==> config.mk <==
export PLATFORM = sky130hd
export DESIGN_NAME = digct_seq_monitor_flat
export DESIGN_NICKNAME = d
export VERILOG_FILES = /design/src/rtl/digct_seq_monitor_if.sv /design/src/rtl/digct_seq_monitor.sv /design/src/flat_wrapper.sv
export SDC_FILE = /design/constraint.sdc
export NUM_CORES = 1
export LEC_CHECK = 0
export ABC_AREA = 1
export BUFFER_PORTS_ARGS = -buffer_cell sky130_fd_sc_hd__buf_2
export CORE_MARGIN = 5
export CORE_UTILIZATION = 35
export CTS_CLUSTER_SIZE = 28
export DETAILED_ROUTE_END_ITERATION = 10
export GPL_TIMING_DRIVEN = 1
export SKIP_LAST_GASP = 1
export SLEW_MARGIN = 25
export SYNTH_ARGS = -nofsm -noshare
export SYNTH_HDL_FRONTEND = slang
export SYNTH_SLANG_ARGS = --single-unit
==> constraint.sdc <==
create_clock -name CLK -period 1.3 [get_ports CLK]
set_input_delay 0.13 -clock CLK [delete_from_list [all_inputs] [get_ports CLK]]
set_output_delay 0.13 -clock CLK [all_outputs]
set_load 0.1 [all_outputs]
==> src/rtl/digct_seq_monitor_if.sv <==
// Handshake and sample bundle between the upstream stage, the sequence
// monitor and the event consumer.
interface digct_seq_monitor_if #(
  parameter int unsigned CNT_W = 8
);

  localparam int unsigned CODE_W = 3;

  // Sample side from the upstream stage
  logic              EN;
  logic              CLR;
  logic [CODE_W-1:0] IN_CODE;

  // Event side towards the consumer
  logic              EVT_VALID;
  logic              EVT_READY;
  logic [CNT_W-1:0]  EVT_COUNT;
  logic              OVERFLOW;
  logic              EVT_LOST;

  // Producer/consumer view: drives samples and ready, observes events
  modport master (
    output EN,
    output CLR,
    output IN_CODE,
    output EVT_READY,
    input  EVT_VALID,
    input  EVT_COUNT,
    input  OVERFLOW,
    input  EVT_LOST
  );

  // Monitor view
  modport slave (
    input  EN,
    input  CLR,
    input  IN_CODE,
    input  EVT_READY,
    output EVT_VALID,
    output EVT_COUNT,
    output OVERFLOW,
    output EVT_LOST
  );

endinterface

==> src/rtl/digct_seq_monitor.sv <==
// Watches the upstream 3-bit output vector for the code sequence A -> B -> C
// on consecutive enabled samples, counts matches (saturating) and reports
// each match as a valid/ready event carrying the post-increment count.
module digct_seq_monitor #(
  parameter int unsigned CNT_W  = 8,
  parameter logic [2:0]  CODE_A = 3'b101,
  parameter logic [2:0]  CODE_B = 3'b011,
  parameter logic [2:0]  CODE_C = 3'b110
) (
  input  logic                     CLK,
  input  logic                     RST,
  digct_seq_monitor_if.slave       bus
);

  localparam int unsigned           CODE_W  = 3;
  localparam logic [CNT_W-1:0]      CNT_MAX = '1;

  typedef enum logic [1:0] {
    S_IDLE   = 2'd0,
    S_GOT_A  = 2'd1,
    S_GOT_AB = 2'd2
  } state_e;

  // Input aliases
  logic              en;
  logic              clr;
  logic [CODE_W-1:0] in_code;
  logic              evt_ready;

  assign en        = bus.EN;
  assign clr       = bus.CLR;
  assign in_code   = bus.IN_CODE;
  assign evt_ready = bus.EVT_READY;

  // State
  state_e           state_q,     state_d;
  logic [CNT_W-1:0] count_q,     count_d;
  logic             evt_valid_q, evt_valid_d;
  logic [CNT_W-1:0] evt_count_q, evt_count_d;
  logic             overflow_q,  overflow_d;
  logic             evt_lost_q,  evt_lost_d;

  // Combinational helpers
  logic             detect_c;
  logic             accept_c;
  logic [CNT_W-1:0] count_new_c;

  // Match condition, consumed at the same edge it is seen
  always_comb begin
    detect_c = en && (state_q == S_GOT_AB) && (in_code == CODE_C);
    accept_c = evt_valid_q && evt_ready;
  end

  // Sequence tracker: advances only on enabled samples, holds otherwise
  always_comb begin
    state_d = state_q;
    if (clr) begin
      state_d = S_IDLE;
    end else if (en) begin
      unique case (state_q)
        S_IDLE: begin
          if (in_code == CODE_A) state_d = S_GOT_A;
          else                   state_d = S_IDLE;
        end
        S_GOT_A: begin
          if      (in_code == CODE_B) state_d = S_GOT_AB;
          else if (in_code == CODE_A) state_d = S_GOT_A;
          else                        state_d = S_IDLE;
        end
        S_GOT_AB: begin
          // A completed match restarts; the C code may itself begin a new one
          if (in_code == CODE_A) state_d = S_GOT_A;
          else                   state_d = S_IDLE;
        end
        default: state_d = S_IDLE;
      endcase
    end
  end

  // Saturating match counter with sticky overflow
  always_comb begin
    count_new_c = count_q;
    if (count_q != CNT_MAX) begin
      count_new_c = count_q + CNT_W'(1);
    end
    count_d    = count_q;
    overflow_d = overflow_q;
    if (clr) begin
      count_d    = '0;
      overflow_d = 1'b0;
    end else if (detect_c) begin
      count_d = count_new_c;
      if (count_new_c == CNT_MAX) begin
        overflow_d = 1'b1;
      end
    end
  end

  // Event register: load on detect when free or being accepted, else flag loss
  always_comb begin
    evt_valid_d = evt_valid_q;
    evt_count_d = evt_count_q;
    evt_lost_d  = evt_lost_q;
    if (clr) begin
      evt_valid_d = 1'b0;
      evt_count_d = '0;
      evt_lost_d  = 1'b0;
    end else if (detect_c) begin
      if (!evt_valid_q || accept_c) begin
        evt_valid_d = 1'b1;
        evt_count_d = count_new_c;
      end else begin
        evt_lost_d  = 1'b1;
      end
    end else if (accept_c) begin
      evt_valid_d = 1'b0;
    end
  end

  // State registers
  always_ff @(posedge CLK or posedge RST) begin
    if (RST) begin
      state_q     <= S_IDLE;
      count_q     <= '0;
      evt_valid_q <= 1'b0;
      evt_count_q <= '0;
      overflow_q  <= 1'b0;
      evt_lost_q  <= 1'b0;
    end else begin
      state_q     <= state_d;
      count_q     <= count_d;
      evt_valid_q <= evt_valid_d;
      evt_count_q <= evt_count_d;
      overflow_q  <= overflow_d;
      evt_lost_q  <= evt_lost_d;
    end
  end

  // Registered outputs
  assign bus.EVT_VALID = evt_valid_q;
  assign bus.EVT_COUNT = evt_count_q;
  assign bus.OVERFLOW  = overflow_q;
  assign bus.EVT_LOST  = evt_lost_q;

endmodule

==> src/flat_wrapper.sv <==
// flat-port wrapper written by rule: the top's interface ports become plain ports
module digct_seq_monitor_flat 
#(
  parameter int unsigned CNT_W  = 8,
  parameter logic [2:0]  CODE_A = 3'b101,
  parameter logic [2:0]  CODE_B = 3'b011,
  parameter logic [2:0]  CODE_C = 3'b110
)
  (CLK, RST, bus_EN, bus_CLR, bus_IN_CODE, bus_EVT_READY, bus_EVT_VALID, bus_EVT_COUNT, bus_OVERFLOW, bus_EVT_LOST);
  digct_seq_monitor_if #(.CNT_W(CNT_W)) bus_i ();
  input  logic CLK;
  input  logic RST;
  input wire logic [$bits(bus_i.EN)-1:0] bus_EN;
  input wire logic [$bits(bus_i.CLR)-1:0] bus_CLR;
  input wire logic [$bits(bus_i.IN_CODE)-1:0] bus_IN_CODE;
  input wire logic [$bits(bus_i.EVT_READY)-1:0] bus_EVT_READY;
  output wire logic [$bits(bus_i.EVT_VALID)-1:0] bus_EVT_VALID;
  output wire logic [$bits(bus_i.EVT_COUNT)-1:0] bus_EVT_COUNT;
  output wire logic [$bits(bus_i.OVERFLOW)-1:0] bus_OVERFLOW;
  output wire logic [$bits(bus_i.EVT_LOST)-1:0] bus_EVT_LOST;
  assign bus_i.EN = bus_EN;
  assign bus_i.CLR = bus_CLR;
  assign bus_i.IN_CODE = bus_IN_CODE;
  assign bus_i.EVT_READY = bus_EVT_READY;
  assign bus_EVT_VALID = bus_i.EVT_VALID;
  assign bus_EVT_COUNT = bus_i.EVT_COUNT;
  assign bus_OVERFLOW = bus_i.OVERFLOW;
  assign bus_EVT_LOST = bus_i.EVT_LOST;
  digct_seq_monitor #(.CNT_W(CNT_W), .CODE_A(CODE_A), .CODE_B(CODE_B), .CODE_C(CODE_C)) u_core (.CLK(CLK), .RST(RST), .bus(bus_i));
endmodule
==> results.yml <==
synth:
  synth_edf_count: 0
  synth-seq-cells: 21
  yosys-top-cells-count: "32 x nand2_1, 21 x dfrtp_1, 19 x o21ai_0"
  yosysWarnings: 0
  synth_top_cell_area_share_pct: 47.9
  syn_inst: 135
  yosys.area.top_type: "dfrtp_1"
  synth_area_per_cell_um2: 8.13
  synthTopCellsByArea: "dfrtp_1 48%, nand2_1 11%, o21ai_0 8.7%, nand3_1 7.3%, inv_1 5.5%"
  ys_seq_area_share_pct: 47.9
  ys_types: 22
  synth_most_common_cell: "nand2_1"
  syn_area_um2: 1100
  syn_nets: 144
  ys.flop_type: "dfrtp_1"
  async_reset_ff_share_pct: 100
routing:
  via_per_inst: 4.71
  num_vias: 1050
  ant_nets: 0
  drt_first_iter_violations: 42
  drt_wl_total_mm: 2.77
  drcViolationCount: 0
  dr.pass1.iters: 4
  wl_per_cell_um: 12.4
min_path:
  hold_path_class: "in2reg"
  whs_endpoint: "u_core.bus.OVERFLOW"
  hold_depth: 2
  min-delay-start: "bus_CLR"
floorplan:
  io_pins: 19
  die_w_um: 66.0
  placementRows: 20
  die_area_um2: 4350
  design.core.area_um2: 3030
  die_h_um: 66.0
  initial_core_util_pct: 36.2
setup_path:
  endpoint_kind: "flop"
  critPathArrivalTime_ps: 1670
  crit_path_frequent_cell: "nand2_2"
  critPathKind: "reg2reg"
  reg2reg_slack_ps: -120
  cp_max_fo: 7
  rr_endpoint: "u_core.bus.OVERFLOW"
  critical_path.cell_chain: "ha_4, nand2_4, nor2_4, nand2_4, nand2_2, nand2_2, inv_2, nand2_2, nor2_2, nand2_1, a21oi_2"
  critPathMaxStageDelay_ps: 430
  cp-start-kind: "flop"
  worst_path_max_delay_cell: "dfrtp_1"
  worstPathRequired_ps: 1550
  cp_top_family: "simple AND/OR/NAND/NOR gates"
  reg2reg_depth: 11
  crit_buf_inv: 1
  rr_startpoint: "u_core.count_q[1]"
  cp_num_cells: 11
sta:
  worst_pin_slew_ps: 488
  finalWorstSetupSlack_ps: -116
  drv_slew: 0
  relSlewSlack_pct: 67.7
  rsz0062_at_grt: "yes"
  setup_viol: 9
  fmax_ghz: 0.706
  fin_crit_sh_pct: 109
  fin_worst_skew_ps: 4.16
  min_period_ps: 1420
  hold_viol_final: 0
global_route:
  overflow: 0
  grt_usage_pct: 13.7
  antenna_found_initial: 0
  grt_pass1_wl_mm: 4.64
  grt_max_degree: 22
  grt_pass1_vias: 1051
finish:
  area_delta_synth_final_pct: 39.1
  finalNetCount: 189
  drive_gt1_share_pct: 39.7
  final_util_pct: 50.4
  antenna_cells: 0
placed_design:
  port-buffer-count: 18
  gp_congestion: 0.876
  hpwl_mm: 2.08
  pre_cts_slack_ps: -85.2
clock_tree:
  path_clk_slew_ps: 120
  clock_path_buffers: 2
  cts_made_buffers: 3
  clock-root-buffer: "clkbuf_4"
  clk_latency_ps: 310
  cts_tree: "built"
  htree_levels: 1
  clock-sinks: 21
pwr:
  switching_share_pct: 24.2
  p_seq_share_pct: 62.7
  switchingPower_uw: 252
  irDropWorstVdd_mv: 0.391
  power_density_nw_per_um2: 684
  p_int_uw: 792
  power_frac_comb_pct: 6.3
  clkPwrFrac_pct: 31.0
  power_leakage_nw: 0.807
run:
  drv_cap: 0
run_status:
  status: "complete, but fails checks"
  violations: "negative setup slack"
==> power by group through the flow <==
stage	Clock, mW	Combinational, mW	Sequential [mW]
after floorplan	0	0.0281	0.668
after global placement	0	0.0615	0.667
after detailed placement	0	0.0643	0.667
after CTS	0.336	0.0667	0.655
after global routing	0.362	0.0743	0.655
final	0.324	0.0659	0.655
==> sequential cells by signal, indices dropped and copies added (netlist names) <==
name and flops:
u_core.count_q 8, u_core.bus.EVT_VALID 1, u_core.bus.EVT_LOST 1, u_core.state_q 2
u_core.bus.EVT_COUNT 8, u_core.bus.OVERFLOW 1
==> cell families after synthesis <==
kind of cell | after synthesis | share of synthesized area [%]
simple gates | 70 | 31.9
compound gates | 23 | 11.3
flops | 21 | 47.9
buf+inv | 18 | 6.16
xor+xnor | 2 | 1.60
fa+ha+maj | 1 | 1.14
==> worst register-to-register path: cells and delay by family (launching register included) <==
family / cells / cell delay, ps
adders and majority gates: 1 / 180
buffers and inverters: 1 / 70
and+or+nand+nor: 8 / 590
DFF: 1 / 430
AOI/OAI and AO/OA: 1 / 100
==> layer usage <==
layer	vias to the layer above	global-route usage [%]	share of wire, %	wire (µm)
met2	18	24.4	50	1370
met4	0	3.05	0.43	12
met3	4	2.72	3.8	105
met5	-	0	0	0
li1	531	-	-	-
met1	497	16.9	46	1270
==> layout by cell type, fill, tap and decap left out <==
| cell | count |
|---|---|
| clkinv_2 | 1 |
| dfrtp_1 | 20 |
| o21ai_1 | 7 |
| nand2_2 | 6 |
| buf_2 | 16 |
| nor2_8 | 1 |
| inv_2 | 1 |
| nand4_1 | 3 |
| nor2_4 | 2 |
| nor2_2 | 3 |
| nand3_2 | 2 |
| xor2_1 | 1 |
| a21oi_2 | 1 |
| nand2_4 | 4 |
| or2_2 | 1 |
| inv_1 | 16 |
| buf_4 | 20 |
| clkinv_1 | 1 |
| nand4_2 | 1 |
| nor2_1 | 6 |
| dfrtp_4 | 1 |
| o21bai_1 | 1 |
| clkbuf_4 | 5 |
| ha_4 | 1 |
| o22ai_1 | 2 |
| o21ai_0 | 9 |
| dlygate4sd3_1 | 1 |
| nand3_1 | 14 |
| buf_6 | 1 |
| nand2_1 | 27 |
| xnor2_2 | 1 |
| o21ai_2 | 3 |
==> area by class of cell <==
type | count | area, µm²
timing repair buffer | 40 | 267
sequential | 21 | 529
inverter | 18 | 67.6
fill | 300 | 1500
clock inverter | 1 | 5.00
clock buffer | 3 | 22.5
multi-input combinational | 96 | 581
tap | 44 | 55.1
==> per-stage QoR <==
| stage | area, µm² | power [mW] | TNS [ps] | hold WS, ps | std cells |
|---|---|---|---|---|---|
| after CTS | 1470 | 1.06 | -402 | 4.13 | 221 |
| final | 1530 | 1.04 | -520 | 8.60 | 223 |
| after global routing | 1530 | 1.09 | -1780 | 6.00 | 223 |
| after global placement | 1410 | 0.729 | -193 | 171 | 215 |
| after detailed placement | 1410 | 0.732 | -382 | 180 | 215 |
| after floorplan | 1130 | 0.696 | -31.1 | 107 | 135 |
==> worst max path at each step <==
stage / from / endpoint / slack, ps
finish: u_core.count_q[1] / u_core.bus.OVERFLOW / -120
floorplan: u_core.count_q[0] / u_core.bus.OVERFLOW / -30
global placement: u_core.count_q[1] / u_core.bus.OVERFLOW / -70
CTS: u_core.count_q[1] / u_core.bus.OVERFLOW / -120
global route: u_core.count_q[1] / u_core.bus.OVERFLOW / -230
detailed placement: u_core.count_q[1] / u_core.bus.OVERFLOW / -90
==> timing repair <==
item                                    4_1_cts  5_1_grt
endpoints found under the hold margin        21        0
resized for setup                            12       14
hold buffers                                  1        0
buffers inserted                              1        2
endpoints found under the setup margin       12       18
pin swaps                                     3        3
No activity file was read; power rests on OpenSTA's default activity.
